### config.mk
export PLATFORM = sky130hd
export DESIGN_NAME = intc_vectored
export DESIGN_NICKNAME = d
export VERILOG_FILES = /design/src/rtl/intc_pkg.sv /design/src/rtl/intc_prio_enc.sv /design/src/rtl/intc_vectored.sv
export SDC_FILE = /design/constraint.sdc
export NUM_CORES = 1
export LEC_CHECK = 0
export CAP_MARGIN = 10
export CORE_MARGIN = 3
export CORE_UTILIZATION = 41
export CTS_CLUSTER_DIAMETER = 30
export DETAILED_ROUTE_END_ITERATION = 12
export PLACE_DENSITY = 0.83
export SYNTH_ARGS = -nofsm -noshare
export SYNTH_HDL_FRONTEND = slang
export SYNTH_HIERARCHICAL = 1
export SYNTH_SLANG_ARGS = --single-unit
### constraint.sdc
create_clock -name clk -period 2.75 [get_ports clk]
set_clock_uncertainty 0.05 [all_clocks]
set_input_delay 0.825 -clock clk [delete_from_list [all_inputs] [get_ports clk]]
set_output_delay 0.825 -clock clk [all_outputs]
set_load 0.02 [all_outputs]
### src/rtl/intc_pkg.sv
// Shared types and constants for the vectored interrupt controller.
package intc_pkg;

  // Controller FSM states
  typedef enum logic [1:0] {
    IDLE = 2'd0,
    REQ  = 2'd1,
    SERV = 2'd2
  } state_e;

  // CSR addresses (waddr also selects the combinational read view)
  localparam logic [1:0] CSR_MASK  = 2'd0;
  localparam logic [1:0] CSR_PEND  = 2'd1;
  localparam logic [1:0] CSR_INSRV = 2'd2;
  localparam logic [1:0] CSR_ID    = 2'd3;

  // Handler address for a source index
  function automatic logic [31:0] vec_addr(input logic [31:0] base, input logic [31:0] stride,
                                           input logic [4:0] idx);
    return base + 32'(idx) * stride;
  endfunction

endpackage

### src/rtl/intc_prio_enc.sv
// Lowest-index-set-bit priority encoder: index 0 wins.
module intc_prio_enc #(
  parameter int unsigned N = 8
) (
  input  logic [N-1:0]         req,
  output logic                 valid,
  output logic [$clog2(N)-1:0] index
);

  localparam int unsigned W = $clog2(N);

  // Scan from the top down so the lowest set bit is the last one written
  always_comb begin
    valid = |req;
    index = '0;
    for (int i = N - 1; i >= 0; i--) begin
      if (req[i]) index = W'(i);
    end
  end

endmodule

### src/rtl/intc_vectored.sv
// Vectored interrupt controller: latches, masks and prioritises NSRC request lines, drives the
// CPU intr/inta handshake, supplies id/vector and tracks in-service sources until eoi.
// Optional build macro INTC_NESTING_EN enables preemption by strictly higher-priority sources.
module intc_vectored
  import intc_pkg::*;
#(
  parameter int unsigned     NSRC       = 8,
  parameter logic [NSRC-1:0] EDGE_MASK  = {NSRC{1'b1}},
  parameter logic [31:0]     VEC_BASE   = 32'h0000_0008,
  parameter logic [31:0]     VEC_STRIDE = 32'h0000_0010
) (
  input  logic                    clk,
  input  logic                    clr,
  input  logic [NSRC-1:0]         irq,
  input  logic                    inta,
  input  logic                    eoi,
  input  logic                    we,
  input  logic [1:0]              waddr,
  input  logic [31:0]             wdata,
  output logic [31:0]             rdata,
  output logic                    intr,
  output logic [$clog2(NSRC)-1:0] id,
  output logic [31:0]             vec
);

  localparam int unsigned IW = $clog2(NSRC);

  state_e          state_q, state_d;
  logic [NSRC-1:0] mask_q, mask_d;
  logic [NSRC-1:0] pend_q, pend_d;
  logic [NSRC-1:0] inserv_q, inserv_d;
  logic [NSRC-1:0] irq_q;
  logic            intr_q, intr_d;
  logic [IW-1:0]   id_q, id_d;

  logic            cand_valid;
  logic [IW-1:0]   cand_idx;
  logic            insv_valid;
  logic [IW-1:0]   insv_idx;

  logic            acc_inta;
  logic            acc_eoi;
  logic [NSRC-1:0] inta_set;
  logic [NSRC-1:0] eoi_clr;
  logic [NSRC-1:0] w1c;

  // Only wdata[NSRC-1:0] carries register bits
  logic unused_wdata;
  assign unused_wdata = ^wdata;

  intc_prio_enc #(
    .N(NSRC)
  ) u_cand_enc (
    .req  (pend_q & ~mask_q),
    .valid(cand_valid),
    .index(cand_idx)
  );

  intc_prio_enc #(
    .N(NSRC)
  ) u_insv_enc (
    .req  (inserv_q),
    .valid(insv_valid),
    .index(insv_idx)
  );

  // Handshake qualification and the bit masks derived from it
  always_comb begin
    acc_inta = (state_q == REQ) && inta;
`ifdef INTC_NESTING_EN
    acc_eoi  = ((state_q == SERV) || (state_q == REQ)) && eoi && insv_valid;
`else
    acc_eoi  = (state_q == SERV) && eoi && insv_valid;
`endif
    inta_set = acc_inta ? (NSRC'(1) << id_q) : '0;
    eoi_clr  = acc_eoi ? (NSRC'(1) << insv_idx) : '0;
    w1c      = (we && (waddr == CSR_PEND)) ? wdata[NSRC-1:0] : '0;
  end

  // Mask, pending and in-service next state
  always_comb begin
    mask_d = mask_q;
    if (we && (waddr == CSR_MASK)) mask_d = wdata[NSRC-1:0];
    pend_d = pend_q;
    for (int i = 0; i < NSRC; i++) begin
      if (EDGE_MASK[i]) begin
        // A new edge on the same cycle as a clear keeps the request
        pend_d[i] = (irq[i] & ~irq_q[i]) | (pend_q[i] & ~(w1c[i] | inta_set[i]));
      end else begin
        pend_d[i] = irq[i];
      end
    end
    inserv_d = (inserv_q & ~eoi_clr) | inta_set;
  end

  // Request/acknowledge FSM; id and intr only change on REQ entry/exit
  always_comb begin
    state_d = state_q;
    intr_d  = intr_q;
    id_d    = id_q;
    case (state_q)
      IDLE: begin
        if (cand_valid) begin
          state_d = REQ;
          id_d    = cand_idx;
          intr_d  = 1'b1;
        end
      end
      REQ: begin
        if (inta) begin
          state_d = SERV;
          intr_d  = 1'b0;
        end
      end
      SERV: begin
`ifdef INTC_NESTING_EN
        if (cand_valid && insv_valid && (cand_idx < insv_idx)) begin
          state_d = REQ;
          id_d    = cand_idx;
          intr_d  = 1'b1;
        end else if (inserv_d == '0) begin
          state_d = IDLE;
        end
`else
        if (inserv_d == '0) state_d = IDLE;
`endif
      end
      default: begin
        state_d = IDLE;
        intr_d  = 1'b0;
      end
    endcase
  end

  // State registers with synchronous clear
  always_ff @(posedge clk) begin
    if (clr) begin
      state_q  <= IDLE;
      mask_q   <= '1;
      pend_q   <= '0;
      inserv_q <= '0;
      irq_q    <= '0;
      intr_q   <= 1'b0;
      id_q     <= '0;
    end else begin
      state_q  <= state_d;
      mask_q   <= mask_d;
      pend_q   <= pend_d;
      inserv_q <= inserv_d;
      irq_q    <= irq;
      intr_q   <= intr_d;
      id_q     <= id_d;
    end
  end

  // CSR read view selected by waddr
  always_comb begin
    rdata = '0;
    case (waddr)
      CSR_MASK:  rdata = 32'(mask_q);
      CSR_PEND:  rdata = 32'(pend_q);
      CSR_INSRV: rdata = 32'(inserv_q);
      CSR_ID:    rdata = 32'(id_q);
      default:   rdata = '0;
    endcase
  end

  assign intr = intr_q;
  assign id   = id_q;
  assign vec  = vec_addr(VEC_BASE, VEC_STRIDE, 5'(id_q));

endmodule

# Yosys cells after proc, flatten, opt, wreduce, memory -nomap -nowiden
# Index checks and enable logic that the tools add are counted.
# word_totals
in_bits	47
ff_bits	38
wordCells	112
# op_classes
n_mux	27
n_reduce_logical	13
add_sub_neg	1
bitwise	54
eq_ne	8
n_shift	2
# op_table
cell	n
$pmux W32 S4	1
$mux W3	16
$mux W8	3
$not A1 Y1	17
$and A1 B1 Y1	16
$and A8 B8 Y8	2
$not A8 Y8	2
$or A1 B1 Y1	16
$reduce_or A8 Y1	2
$shl A1 B3 Y8 const A	2
$add A4 B7 Y8 const A	1
$logic_not A8 Y1	1
$or A8 B8 Y8	1
$eq A2 B2 Y1 const B	3
$mux W2	3
$pmux W2 S3	1
$reduce_and A3 Y1	2
$logic_and A1 B1 Y1	5
$eq A2 B1 Y1 const B	2
$logic_not A2 Y1	2
$ne A2 B2 Y1 const B	2
$pmux W1 S3	1
$mux W1	2
$ne A2 B1 Y1 const B	1
$reduce_and A2 Y1	1

# Logic depth before layout (Yosys ltp)
# logic_depth
ltp_word	16
ltp_mapped	9
depth_no_buf	9

# Hierarchy
# The synthesis kept the hierarchy.
# modules_own_cells
mod	area_per_inst_um2	seq_area_each_um2	cells_per_inst	instances
intc_vectored	2139.6	760.7	246	1
intc_prio_enc	81.3	0.0	13	2

# Least setup slack after synthesis
# OpenSTA, ideal clock, no wires.
# synth_timing
path_kind	input -> output
from	input port waddr[1]
to	output port rdata[0]
t_required_ns	1.875
t_arrival_ns	1.651
stages	2
slack_ns	0.224
cell_sequence	buf_2 > mux4_2
# synth_via
elab_chain_len	2
# synth_lines
element	line	source
start, declared	intc_vectored.sv:18	input logic [1:0] waddr,
$eq A2 B2 Y1, or another cell as far along	intc_vectored.sv:159	case (waddr)
$pmux W32 S4 *	intc_vectored.sv:159	
end, declared	intc_vectored.sv:20	output logic [31:0] rdata,
# Every way passes the cells marked *; elsewhere a longest branch is shown, timed or not. The select of a mux whose other input is x is not followed.

# Worst setup path after layout
# layout_timing
from	input port waddr[1]
to	output port rdata[2]
# Same word-level chain as after synthesis.

==> impl_metrics.json <==
{
  "reg2reg_from": "inserv_q[7]$_SDFF_PP0_",
  "combPwrFrac": 0.210,
  "cts_root_buf": "clkbuf_8",
  "seq_area_frac_synth": 0.330,
  "drc": 0,
  "maxCapViolations": 0,
  "worstPathMaxFanout": 6,
  "cts_tree": "yes",
  "slew_headroom": 0.664,
  "switchingPower_w": 0.000368,
  "viasPerCell": 4.88,
  "slew_violations": 0,
  "ys_types": 30,
  "rows": 26,
  "synth_top_area_cell": "dfxtp_1",
  "critPathCaptureType": "primary output",
  "place_inst": 377,
  "cp.required_ps": 1880,
  "p_seq_frac": 0.478,
  "drt_iter0_markers": 74,
  "first_pass_iters": 4,
  "die_h_um": 80.9,
  "fin_cells": 386,
  "ir_drop_uv": 367,
  "io_buffers": 37,
  "via_count": 1883,
  "clock_latency_ps": 290,
  "hold_viol": 0,
  "setup_violations": 0,
  "stdcell_area_um2": 2650,
  "gp_congestion": 0.911,
  "syn-cell-area_um2": 2300,
  "initial_core_util": 0.437,
  "avgSynthCellArea_um2": 8.46,
  "place_area_um2": 2580,
  "die_x_um": 80.9,
  "antenna_found_initial": 0,
  "synth_ff_type": "dfxtp_1",
  "hp-class": "reg2reg",
  "synth_edf_count": 0,
  "status": "finished, final reports clean",
  "critical_path_class": "in2out",
  "rsz0062_at_grt": "false",
  "layout_min_cycle_time_ps": 2710,
  "arrival_ps": 1840,
  "fmax_mhz": 369,
  "power.share.clock": 0.313,
  "ys_ff_latch": 38,
  "grtUsageTotal": 0.157,
  "routed_wl_mm": 5.00,
  "ios": 115,
  "syn_inst": 272,
  "dieArea_um2": 6550,
  "synth_top_area_frac": 0.330,
  "async_reset_ff_frac": 0,
  "dpl.hpwl_mm": 3.84,
  "path_clk_slew_ps": 70,
  "cts_buffers": 5,
  "grt_pass1_wl_mm": 7.94,
  "p_sw_frac": 0.294,
  "crit_start": "waddr[1]",
  "yosysWarnings": 6,
  "post_synth_main_area_contributors": "dfxtp_1, buf_4, nor2b_1",
  "internal_power_w": 0.000884,
  "nets": 362,
  "num_antenna_cells": 0,
  "wl_per_cell_um": 12.9,
  "p_leak_nw": 1.15,
  "powerDensity_nw_per_um2": 472,
  "rrSetupSlack_ps": 210,
  "worstSetupStartpointType": "input port",
  "core_um2": 5270,
  "grt_overflow": 0,
  "cts_sinks": 38,
  "grt_pass1_vias": 1686,
  "worstMarginPinSlew_ps": 498,
  "cts_max_level": 2,
  "postRouteAntennaNets": 0,
  "hp-start": "irq_q[2]$_SDFF_PP0_",
  "grt_max_degree": 39,
  "postCtsHoldBufs": 0,
  "max-clock-path-buffers": 2,
  "drive_gt1_frac": 0.120,
  "fin_crit_sh": 0.986,
  "area_growth_pct": 15.3
}
[placed cells by master (no fill, tap or decap), types with 2 or more instances in the layout]
cell type,synthesis,layout
nor2b_1,29,29
dfxtp_1,38,38
a32oi_1,8,8
inv_1,14,14
a21oi_1,11,11
nand3_1,4,4
o21bai_1,2,2
nor3b_1,2,2
nand4_1,2,2
nand2_1,21,21
o41a_2,2,2
nor2_1,24,24
clkbuf_8,0,6
o41ai_1,8,7
a211o_1,8,8
o21ai_0,9,7
buf_4,56,12
o21ai_1,0,2
and3b_1,3,3
mux2i_1,8,8
mux4_2,3,3
clkdlybuf4s50_1,0,27
nor4_2,2,2
buf_2,1,7
conb_1,2,53
[layout make-up]
type	count	area [um^2]
tap	70	87.6
clock buffer	7	86.3
inverter	14	52.6
sequential	38	761
timing repair buffer	49	425
multi-input combinational	207	1240
fill	504	2620
clock inverter	1	5.00
[flip-flops by register name (all words and copies together) (netlist names)]
| name | cells |
|---|---|
| inserv_q | 8 |
| irq_q | 8 |
| mask_q | 8 |
| pend_q | 8 |
| id | 3 |
| state_q | 2 |
| intr | 1 |
[power by group through the flow]
stage | Sequential (W) | Clock, W | Combinational [W]
floorplan | 0.000609 | 0 | 0.000234
global placement | 0.000609 | 0 | 0.000264
detailed placement | 0.000611 | 0 | 0.000267
CTS | 0.000598 | 0.000404 | 0.000261
global route | 0.000602 | 0.000422 | 0.000287
finish | 0.000599 | 0.000391 | 0.000262
[metrics by stage]
step	TNS, ps	setup WS, ps	power (W)	utilization	hold WS (ps)
4_1_cts	0	11.7	0.00126	0.504	448
5_1_grt	0	5.09	0.00131	0.504	469
6_report	0	38.8	0.00125	0.504	440
3_5_place_dp	-5810	-758	0.000877	0.490	429
2_1_floorplan	0	224	0.000843	-	407
3_3_place_gp	-5730	-729	0.000873	0.490	414
[cell families after synthesis]
group / synth area share
AND/OR/NAND/NOR: 0.216
buffers and inverters: 0.219
AO/OA/AOI/OAI: 0.167
flip-flops: 0.330
multiplexers: 0.0641
other: 0.00326
[Yosys cell counts (all sizes together) (2+ instances only)]
cell / number
a211o: 8
a21boi: 2
a21oi: 11
a32oi: 8
and3b: 3
buf: 57
clkbuf: 7
conb: 2
dfxtp: 38
inv: 14
mux2i: 8
mux4: 3
nand2: 21
nand3: 4
nand4: 2
nor2: 24
nor2b: 29
nor3b: 2
nor4: 2
o21ai: 9
o21bai: 2
o41a: 2
o41ai: 8
[final timing paths]
path | to | depth (start not counted)
setup / recovery | rdata[2] | 3
hold / removal | pend_q[2]$_SDFF_PP0_ | 3
setup reg to reg | state_q[1]$_SDFFE_PP0P_ | 8
hold reg to reg | pend_q[2]$_SDFF_PP0_ | 3
[per-layer routing]
layer,up-vias,track usage,share of wire
met5,-,0,0
met4,0,0.0541,0.016
met3,11,0.0355,0.075
met2,80,0.274,0.50
met1,872,0.188,0.41
li1,920,-,-
[timing repair]
action,in CTS,in global routing
setup endpoints to repair,8,4
gates cloned,1,0
resized for setup,44,5
buffers inserted,0,0
[critical path: stages]
cell	delay [ps]
clkdlybuf4s18_2	290
mux4_2	550
buf_4	180
Note: power is estimated with default switching activity, not from simulation.
